## src/rtl/gc_dram_refresh_ctrl_if.sv

```systemverilog
// User request/response bus for the gain-cell DRAM refresh controller.
// The master side issues requests; the slave side is the controller.
interface gc_dram_refresh_ctrl_if #(
  parameter int AW = 7,
  parameter int DW = 64
);
  logic          req_valid;
  logic          req_ready;
  logic          req_we;
  logic [AW-1:0] req_addr;
  logic [DW-1:0] req_wdata;
  logic          rsp_valid;
  logic [DW-1:0] rsp_rdata;

  modport master (
    output req_valid,
    output req_we,
    output req_addr,
    output req_wdata,
    input  req_ready,
    input  rsp_valid,
    input  rsp_rdata
  );

  modport slave (
    input  req_valid,
    input  req_we,
    input  req_addr,
    input  req_wdata,
    output req_ready,
    output rsp_valid,
    output rsp_rdata
  );
endinterface

```

## src/rtl/gc_dram_refresh_ctrl.sv

```systemverilog
// Gain-cell DRAM controller: forwards user reads/writes to the macro ports
// and interleaves round-robin refresh, skipping rows freshly user-written.
module gc_dram_refresh_ctrl #(
  parameter int ROWS             = 128,
  parameter int AW               = 7,
  parameter int DW               = 64,
  parameter int REFRESH_INTERVAL = 16
) (
  input  logic                  clk,
  input  logic                  rst,
  gc_dram_refresh_ctrl_if.slave bus,
  output logic                  mem_re,
  output logic                  mem_we,
  output logic [AW-1:0]         mem_raddr,
  output logic [AW-1:0]         mem_waddr,
  output logic [DW-1:0]         mem_wdata,
  input  logic [DW-1:0]         mem_rd,
  output logic                  refresh_busy,
  output logic [15:0]           refresh_count,
  output logic [15:0]           skip_count
);

  localparam int TW = (REFRESH_INTERVAL > 2) ?
                      $clog2(REFRESH_INTERVAL) : 1;
  localparam logic [TW-1:0] TLAST = TW'(REFRESH_INTERVAL - 1);

  typedef enum logic [1:0] {
    IDLE,
    REF_RD,
    REF_WB
  } state_e;

  state_e          state_q, state_d;
  logic [TW-1:0]   timer_q, timer_d;
  logic [AW-1:0]   ptr_q, ptr_d;
  logic [ROWS-1:0] fresh_q, fresh_d;
  logic            pending_q, pending_d;
  logic [15:0]     ref_cnt_q, ref_cnt_d;
  logic [15:0]     skip_cnt_q, skip_cnt_d;
  logic            rsp_valid_q, rsp_valid_d;
  logic [AW-1:0]   raddr_q, waddr_q;
  logic [DW-1:0]   wdata_q;

  logic            tick;
  logic            ready_c;
  logic            accept;
  logic            skip;
  logic            re_c, we_c;
  logic [AW-1:0]   raddr_c, waddr_c;
  logic [DW-1:0]   wdata_c;

  assign tick    = (timer_q == TLAST);
  assign timer_d = tick ? '0 : timer_q + TW'(1);

  always_comb begin
    state_d     = state_q;
    ptr_d       = ptr_q;
    fresh_d     = fresh_q;
    pending_d   = pending_q;
    ref_cnt_d   = ref_cnt_q;
    skip_cnt_d  = skip_cnt_q;
    rsp_valid_d = 1'b0;
    ready_c     = 1'b0;
    accept      = 1'b0;
    skip        = 1'b0;
    re_c        = 1'b0;
    we_c        = 1'b0;
    raddr_c     = raddr_q;
    waddr_c     = waddr_q;
    wdata_c     = wdata_q;

    unique case (state_q)
      IDLE: begin
        ready_c = ~pending_q;
        accept  = bus.req_valid & ready_c;
        if (accept && bus.req_we) begin
          we_c                  = 1'b1;
          waddr_c               = bus.req_addr;
          wdata_c               = bus.req_wdata;
          fresh_d[bus.req_addr] = 1'b1;
        end
        if (accept && !bus.req_we) begin
          re_c        = 1'b1;
          raddr_c     = bus.req_addr;
          rsp_valid_d = 1'b1;
        end
        // Ticks only land here: a refresh takes 2 cycles and the
        // interval is at least 4, so the FSM is always back in IDLE.
        if (tick) begin
          skip = fresh_q[ptr_q] |
                 (accept & bus.req_we & (bus.req_addr == ptr_q));
          if (skip) begin
            fresh_d[ptr_q] = 1'b0;
            ptr_d          = ptr_q + AW'(1);
            skip_cnt_d     = skip_cnt_q + 16'd1;
          end else begin
            pending_d = 1'b1;
          end
        end
        if (pending_d) begin
          state_d = REF_RD;
        end
      end
      REF_RD: begin
        re_c    = 1'b1;
        raddr_c = ptr_q;
        state_d = REF_WB;
      end
      REF_WB: begin
        we_c           = 1'b1;
        waddr_c        = ptr_q;
        wdata_c        = mem_rd;
        fresh_d[ptr_q] = 1'b0;
        ptr_d          = ptr_q + AW'(1);
        ref_cnt_d      = ref_cnt_q + 16'd1;
        pending_d      = 1'b0;
        state_d        = IDLE;
      end
      default: begin
        state_d = IDLE;
      end
    endcase
  end

  always_ff @(posedge clk) begin
    if (rst) begin
      state_q     <= IDLE;
      timer_q     <= '0;
      ptr_q       <= '0;
      fresh_q     <= '0;
      pending_q   <= 1'b0;
      ref_cnt_q   <= '0;
      skip_cnt_q  <= '0;
      rsp_valid_q <= 1'b0;
      raddr_q     <= '0;
      waddr_q     <= '0;
      wdata_q     <= '0;
    end else begin
      state_q     <= state_d;
      timer_q     <= timer_d;
      ptr_q       <= ptr_d;
      fresh_q     <= fresh_d;
      pending_q   <= pending_d;
      ref_cnt_q   <= ref_cnt_d;
      skip_cnt_q  <= skip_cnt_d;
      rsp_valid_q <= rsp_valid_d;
      raddr_q     <= raddr_c;
      waddr_q     <= waddr_c;
      wdata_q     <= wdata_c;
    end
  end

  // Reset forces a quiet macro interface even mid-refresh.
  assign mem_re        = re_c & ~rst;
  assign mem_we        = we_c & ~rst;
  assign mem_raddr     = rst ? '0 : raddr_c;
  assign mem_waddr     = rst ? '0 : waddr_c;
  assign mem_wdata     = rst ? '0 : wdata_c;

  assign bus.req_ready = ready_c & ~rst;
  assign bus.rsp_valid = rsp_valid_q & ~rst;
  assign bus.rsp_rdata = (rsp_valid_q & ~rst) ? mem_rd : '0;

  assign refresh_busy  = (state_q == REF_RD) | (state_q == REF_WB);
  assign refresh_count = ref_cnt_q;
  assign skip_count    = skip_cnt_q;

endmodule

```

## src/flat_wrapper.sv

```systemverilog
// flat-port wrapper written by rule: the top's interface ports become plain ports
module gc_dram_refresh_ctrl_flat 
#(
  parameter int ROWS             = 128,
  parameter int AW               = 7,
  parameter int DW               = 64,
  parameter int REFRESH_INTERVAL = 16
)
  (clk, rst, mem_re, mem_we, mem_raddr, mem_waddr, mem_wdata, mem_rd, refresh_busy, refresh_count, skip_count, bus_req_valid, bus_req_we, bus_req_addr, bus_req_wdata, bus_req_ready, bus_rsp_valid, bus_rsp_rdata);
  gc_dram_refresh_ctrl_if #(.AW(AW), .DW(DW)) bus_i ();
  input  logic clk;
  input  logic rst;
  output logic mem_re;
  output logic mem_we;
  output logic [AW-1:0] mem_raddr;
  output logic [AW-1:0] mem_waddr;
  output logic [DW-1:0] mem_wdata;
  input  logic [DW-1:0] mem_rd;
  output logic refresh_busy;
  output logic [15:0] refresh_count;
  output logic [15:0] skip_count;
  input wire logic [$bits(bus_i.req_valid)-1:0] bus_req_valid;
  input wire logic [$bits(bus_i.req_we)-1:0] bus_req_we;
  input wire logic [$bits(bus_i.req_addr)-1:0] bus_req_addr;
  input wire logic [$bits(bus_i.req_wdata)-1:0] bus_req_wdata;
  output wire logic [$bits(bus_i.req_ready)-1:0] bus_req_ready;
  output wire logic [$bits(bus_i.rsp_valid)-1:0] bus_rsp_valid;
  output wire logic [$bits(bus_i.rsp_rdata)-1:0] bus_rsp_rdata;
  assign bus_i.req_valid = bus_req_valid;
  assign bus_i.req_we = bus_req_we;
  assign bus_i.req_addr = bus_req_addr;
  assign bus_i.req_wdata = bus_req_wdata;
  assign bus_req_ready = bus_i.req_ready;
  assign bus_rsp_valid = bus_i.rsp_valid;
  assign bus_rsp_rdata = bus_i.rsp_rdata;
  gc_dram_refresh_ctrl #(.ROWS(ROWS), .AW(AW), .DW(DW), .REFRESH_INTERVAL(REFRESH_INTERVAL)) u_core (.clk(clk), .rst(rst), .bus(bus_i), .mem_re(mem_re), .mem_we(mem_we), .mem_raddr(mem_raddr), .mem_waddr(mem_waddr), .mem_wdata(mem_wdata), .mem_rd(mem_rd), .refresh_busy(refresh_busy), .refresh_count(refresh_count), .skip_count(skip_count));
endmodule
```

## config.mk

```make
export PLATFORM = sky130hd
export DESIGN_NAME = gc_dram_refresh_ctrl_flat
export DESIGN_NICKNAME = d
export VERILOG_FILES = /design/src/rtl/gc_dram_refresh_ctrl_if.sv /design/src/rtl/gc_dram_refresh_ctrl.sv /design/src/flat_wrapper.sv
export SDC_FILE = /design/constraint.sdc
export NUM_CORES = 1
export LEC_CHECK = 0
export ABC_AREA = 1
export BUFFER_PORTS_ARGS = -buffer_cell sky130_fd_sc_hd__buf_4
export CORE_UTILIZATION = 57
export DETAILED_ROUTE_END_ITERATION = 6
export PLACE_DENSITY = 0.81
export SYNTH_ARGS = -nofsm -noshare
export SYNTH_HDL_FRONTEND = slang
export SYNTH_SLANG_ARGS = --single-unit
```

## constraint.sdc

```tcl
create_clock -name clk -period 5.1 [get_ports clk]
set_clock_uncertainty 0.05 [all_clocks]
set_input_delay 0.255 -clock clk [delete_from_list [all_inputs] [get_ports clk]]
set_output_delay 0.255 -clock clk [all_outputs]
set_load 0.01 [all_outputs]
```

# After elaboration in Yosys (flattened, before gate mapping)
# Cells that the tools add are included.
classes:
  n_reduce_logical: 11
  addsub: 4
  muxes: 35
  n_eq_ne: 7
  order_cmp: 4
  shifts: 0
  bitwise_logic: 16
  n_div: 0
  multipliers: 0
op_table:
  columns: ["operator", "count"]
  rows:
  - ["2-to-1 mux 128 bit", 4]
  - ["AND 128 bit", 2]
  - ["one-hot mux 128 bit (2 select lines)", 1]
  - ["2-to-1 mux 64 bit", 3]
  - ["NOT 128 bit", 1]
  - ["OR 128 bit", 1]
  - ["one-hot mux 64 bit (2 select lines)", 1]
  - ["2-to-1 mux 7 bit", 6]
  - ["one-hot mux 7 bit (2 select lines)", 3]
  - ["adder 16 x 1 -> 16 bit, second input constant", 2]
  - ["< comparator 7 x 8 -> 1 bit, second input constant", 2]
  - ["demux 1 bit (select 7 bit)", 2]
  - ["greater-or-equal comparator 7 x 1 -> 1 bit, second input constant", 2]
  - ["2-to-1 mux 1 bit", 9]
  - ["adder 7 x 1 -> 7 bit, second input constant", 1]
  - ["AND 1 bit", 7]
  - ["binary-select mux 1 bit (select 7 bit)", 1]
  - ["equality test 7 bit", 1]
  - ["inequality test 2 x 1 -> 1 bit, second input constant", 3]
  - ["one-hot mux 1 bit (2 select lines)", 3]
  - ["AND reduction 3 bit", 2]
  - ["adder 4 x 1 -> 4 bit, second input constant", 1]
  - ["equality test 4 bit, second input constant", 1]
  - ["logical AND 1 bit", 4]
  - ["10 further kinds", 14]
word_totals:
  romBits: 0
  mem_bits_rw: 0
  mem_count: 0
  latchBits: 0
  reg_bits: 253
  elab_cells: 88
  input_bits: 139

# Logic depth before layout (Yosys ltp)
depth:
  ltp_word: 11
  mapped_depth: 18

# Worst setup path before layout
# OpenSTA, ideal clock, no wires.
synth_timing:
  path_kind: "register to output"
  from: "register u_core.state_q[0]"
  to: "output port mem_wdata[62]"
  t_required_ns: 4.795
  arrival_time_ns: 1.822
  path_stages_with_launch: 9
  slack_ns: 2.973
  path_cell_list: "dfxtp_1 -> inv_1 -> ha_1 -> buf_2 -> nor2_1 -> clkbuf_1 -> clkbuf_1 -> nand2_1 -> a41oi_1"
synth_via:
  elab_chain_cells: 3
  word_cells_on_any_way: 4
synth_lines:
  columns: ["element", "line", "source"]
  rows:
  - ["start: declaration", "gc_dram_refresh_ctrl.sv:33", "state_e state_q, state_d;"]
  - ["start signal: assignment", "gc_dram_refresh_ctrl.sv:139", "state_q <= state_d;"]
  - ["equality test 2 bit / logical NOT 2 bit (equally long branches)", "gc_dram_refresh_ctrl.sv:72", "unique case (state_q)"]
  - ["one-hot mux 64 bit (2 select lines) *", "gc_dram_refresh_ctrl.sv:72", null]
  - ["2-to-1 mux 64 bit *", "gc_dram_refresh_ctrl.sv:158", "assign mem_wdata = rst ? '0 : wdata_c;"]
  - ["end: declaration", "flat_wrapper.sv:17", "output logic [DW-1:0] mem_wdata;"]
# Mark *: on every way between the ends. The rest lies on a longest branch, timed or not.

# Worst setup path after layout
layout_timing:
  from: "register u_core.state_q[0]"
  to: "output port mem_wdata[24]"
# Same word-level chain as after synthesis.

==> flow_summary.json <==
{
  "ant_nets": 0,
  "grt_usage": 0.429,
  "boundaryPins": 318,
  "hold_class": "input port to register",
  "startpoint_type": "register",
  "powerDensity_nw_per_um2": 482,
  "wl_per_cell_microns": 20.7,
  "preCtsSetupSlack_ns": 1.47,
  "cp.arrival_ns": 3.70,
  "cp_max_fo": 94,
  "synthDistinctLibCells": 38,
  "end_kind": "primary output",
  "cp_cell_sequence": "inv_1 -> ha_4 -> buf_4 -> nand3_1 -> nand4_1 -> dlygate4sd3_1 -> nand2_1 -> inv_1 -> buf_4",
  "final-seq-area_sq_um": 5070,
  "finalSetupViolations": 0,
  "drc": 0,
  "dr.pass1.iters": 6,
  "ys_ff_latch": 253,
  "setup_tns_ns": 0,
  "drive_above_1_share": 0.156,
  "drt-initial-drc-count": 3070,
  "slew_headroom": 0.107,
  "area_growth_pct": 21.6,
  "antenna_found_initial": 4,
  "n_fill_cell": 2238,
  "fmax_ghz": 0.249,
  "fin_crit_sh": 0.786,
  "clock-sinks": 253,
  "yosys_warnings": 0,
  "coreArea_sq_um": 27300,
  "die_area_sq_um": 28700,
  "yosysSeqAreaShare": 0.317,
  "critPathTopFamily": "buffers and inverters",
  "overflow": 0,
  "finalHoldViolCount": 0,
  "post-dp-hpwl_microns": 40300,
  "grt_max_degree": 181,
  "max_cap_viol_count": 0,
  "multi_input_area_sq_um": 9220,
  "fin_nets": 2823,
  "avgViaCountPerCell": 6.49,
  "path_class": "register to primary output",
  "critPathSlowestCell": "buf_4",
  "num_vias": 19900,
  "cts-htree-levels": 1,
  "place_congestion": 0.930,
  "path_clk_slew_ns": 0.06,
  "cts_buffers": 29,
  "syn_nets": 2632,
  "crit_required_ns": 4.80,
  "syn_area_sq_um": 16000,
  "design_area_sq_um": 19400,
  "clock_latency_ns": 0.56,
  "setup_slack_ns": 1.09,
  "p_leak_nw": 7.97,
  "grt_pass1_wl_microns": 98500,
  "die_h_microns": 169,
  "place_area_sq_um": 18300,
  "cts_resized": 0,
  "port_buffers": 317,
  "cp_slowest_stage_delay_ns": 0.86,
  "worst_slew_pin_slew_ns": 1.34,
  "postSynthCellCount": 2486,
  "finalPower_mw": 9.35,
  "initial_core_util": 0.586,
  "worst-path-buf-inv": 5,
  "num_rows": 60,
  "clock-root-buffer": "clkbuf_16",
  "drv_slew": 0,
  "die_w_microns": 169,
  "avgSynthCellArea_sq_um": 6.42,
  "status": "finished clean",
  "rsz0062_at_grt": "false",
  "cts_tree": "done",
  "vdd_ir_drop_max_mv": 0.403,
  "routed_wl_microns": 63600,
  "cts_buffer_depth": 3,
  "grt_pass1_vias": 18200,
  "fin_crit_ns": 4.01
}
[cells by family after synthesis]
group                      count (synthesis)  share of synthesized area
and+or+nand+nor                         1107                      0.289
xor gates and xnor gates                  25                     0.0137
adders and majority gates                  7                    0.00548
AOI/OAI and AO/OA                        645                      0.265
buffers and inverters                    449                      0.110
DFF                                      253                      0.317
[cell usage in the layout, fill, tap and decap left out, types with 2 or more instances in the layout]
cell type / count
a41oi_1: 25
nand2_1: 618
clkbuf_8: 8
nand3_1: 202
o211ai_1: 97
o21ai_0: 158
xor2_1: 20
diode_2: 3
nor2_2: 11
nor4_1: 6
dlygate4sd3_1: 15
o21a_1: 3
a31oi_1: 135
a21oi_1: 91
xnor2_1: 5
inv_1: 244
bufinv_16: 2
ha_4: 2
buf_12: 2
o221ai_1: 54
nand2_2: 4
o21ai_1: 3
nor2_1: 194
clkbuf_1: 3
clkinv_2: 11
nor3_1: 12
buf_4: 342
inv_2: 4
nand4_1: 52
dfxtp_1: 252
clkbuf_16: 29
a221oi_1: 74
ha_1: 5
o41ai_1: 2
[worst paths after layout]
path | startpoint | end | slack [ns] | cells after the start
worst max-delay path | u_core.state_q[0] | mem_wdata[24] | 1.09 | 9
worst min-delay path | bus_req_wdata[61] | u_core.wdata_q[61] | 0.003 | 5
worst max register to register | u_core.ptr_q[0] | u_core.ptr_q[4] | 1.24 | 16
worst min register to register | u_core.timer_q[0] | u_core.timer_q[0] | 0.40 | 1
[power by group]
part | total [mW] | internal [mW] | leakage (nW) | switching (mW)
registers | 3.09 | 2.62 | 2.07 | 0.464
logic | 4.12 | 1.50 | 5.42 | 2.62
clock network | 2.15 | 1.25 | 0.482 | 0.894
[cell type report]
type / instances / share of cell area
Inverter: 250 / 0.0485
Clock inverter: 12 / 0.00580
Timing Repair Buffer: 359 / 0.142
Sequential cell: 253 / 0.261
Clock buffer: 40 / 0.0436
Multi-Input combinational cell: 1784 / 0.475
Antenna cell: 3 / 0.000387
Tap cell: 372 / 0.0240
[routing by layer]
layer	vias to the layer above	global-route usage	routed length, microns
li1	9018	-	-
met1	9124	0.547	23600
met2	1478	0.647	27200
met3	318	0.108	8420
met4	0	0.268	4340
met5	-	0	0
[through the flow]
stage | util | cells | hold WS (ns)
4_1_cts | 0.712 | 3070 | 0.000636
6_report | 0.713 | 3073 | 0.00347
3_3_place_gp | 0.672 | 3003 | 0.382
2_1_floorplan | - | 2486 | 0.368
3_5_place_dp | 0.672 | 3003 | 0.398
5_1_grt | 0.713 | 3073 | 0.0200
[what timing repair did]
item                                   CTS  global route
hold buffers                            15             0
setup buffers                            0             0
endpoints found under the hold margin   11             0
[cell usage after synthesis, drive strengths merged]
| master | n | area, sq um |
|---|---|---|
| o41ai | 2 | 17.5 |
| nor4b | 1 | 8.76 |
| nor4 | 6 | 37.5 |
| nor3b | 1 | 7.51 |
| o21a | 3 | 22.5 |
| inv | 250 | 938 |
| nand4 | 52 | 325 |
| a31oi | 135 | 845 |
| ha | 7 | 87.6 |
| dfxtp | 253 | 5060 |
| nor2 | 206 | 783 |
| nand3b | 1 | 7.51 |
| o21ai | 161 | 806 |
| nand3 | 203 | 1020 |
| buf | 46 | 239 |
| a21oi | 91 | 455 |
| xor2 | 20 | 175 |
| o221ai | 54 | 473 |
| a211oi | 1 | 7.51 |
| a22o | 1 | 8.76 |
| o211ai | 97 | 728 |
| clkbuf | 153 | 574 |
| nor3 | 13 | 70.1 |
| or2 | 1 | 6.26 |
| a41oi | 25 | 219 |
| a221oi | 74 | 648 |
| nand2 | 622 | 2340 |
| xnor2 | 5 | 43.8 |
| o21ba | 1 | 10.0 |
| and2 | 1 | 6.26 |
[flip-flops by register name, indices dropped and copies added (netlist names)]
name	count
u_core.fresh_q	128
u_core.pending_q	1
u_core.ptr_q	7
u_core.raddr_q	7
u_core.refresh_count	16
u_core.rsp_valid_q	1
u_core.skip_count	16
u_core.state_q	2
u_core.timer_q	4
u_core.waddr_q	7
u_core.wdata_q	64
[worst reg2reg max path, stage by stage (launching register included)]
cell	delay (ns)
dfxtp_2	0.78
buf_4	0.64
o21ai_0	0.23
nand2_1	0.09
nand2_1	0.06
nand2_1	0.05
nand2_1	0.06
nand2_1	0.08
nand2_1	0.06
nor2_1	0.10
nor2_1	0.04
nor2_1	0.34
nand2_2	0.31
nand2_2	0.38
nand2_1	0.26
nand2_1	0.12
a21oi_1	0.06
(Power assumes the default switching activity.)
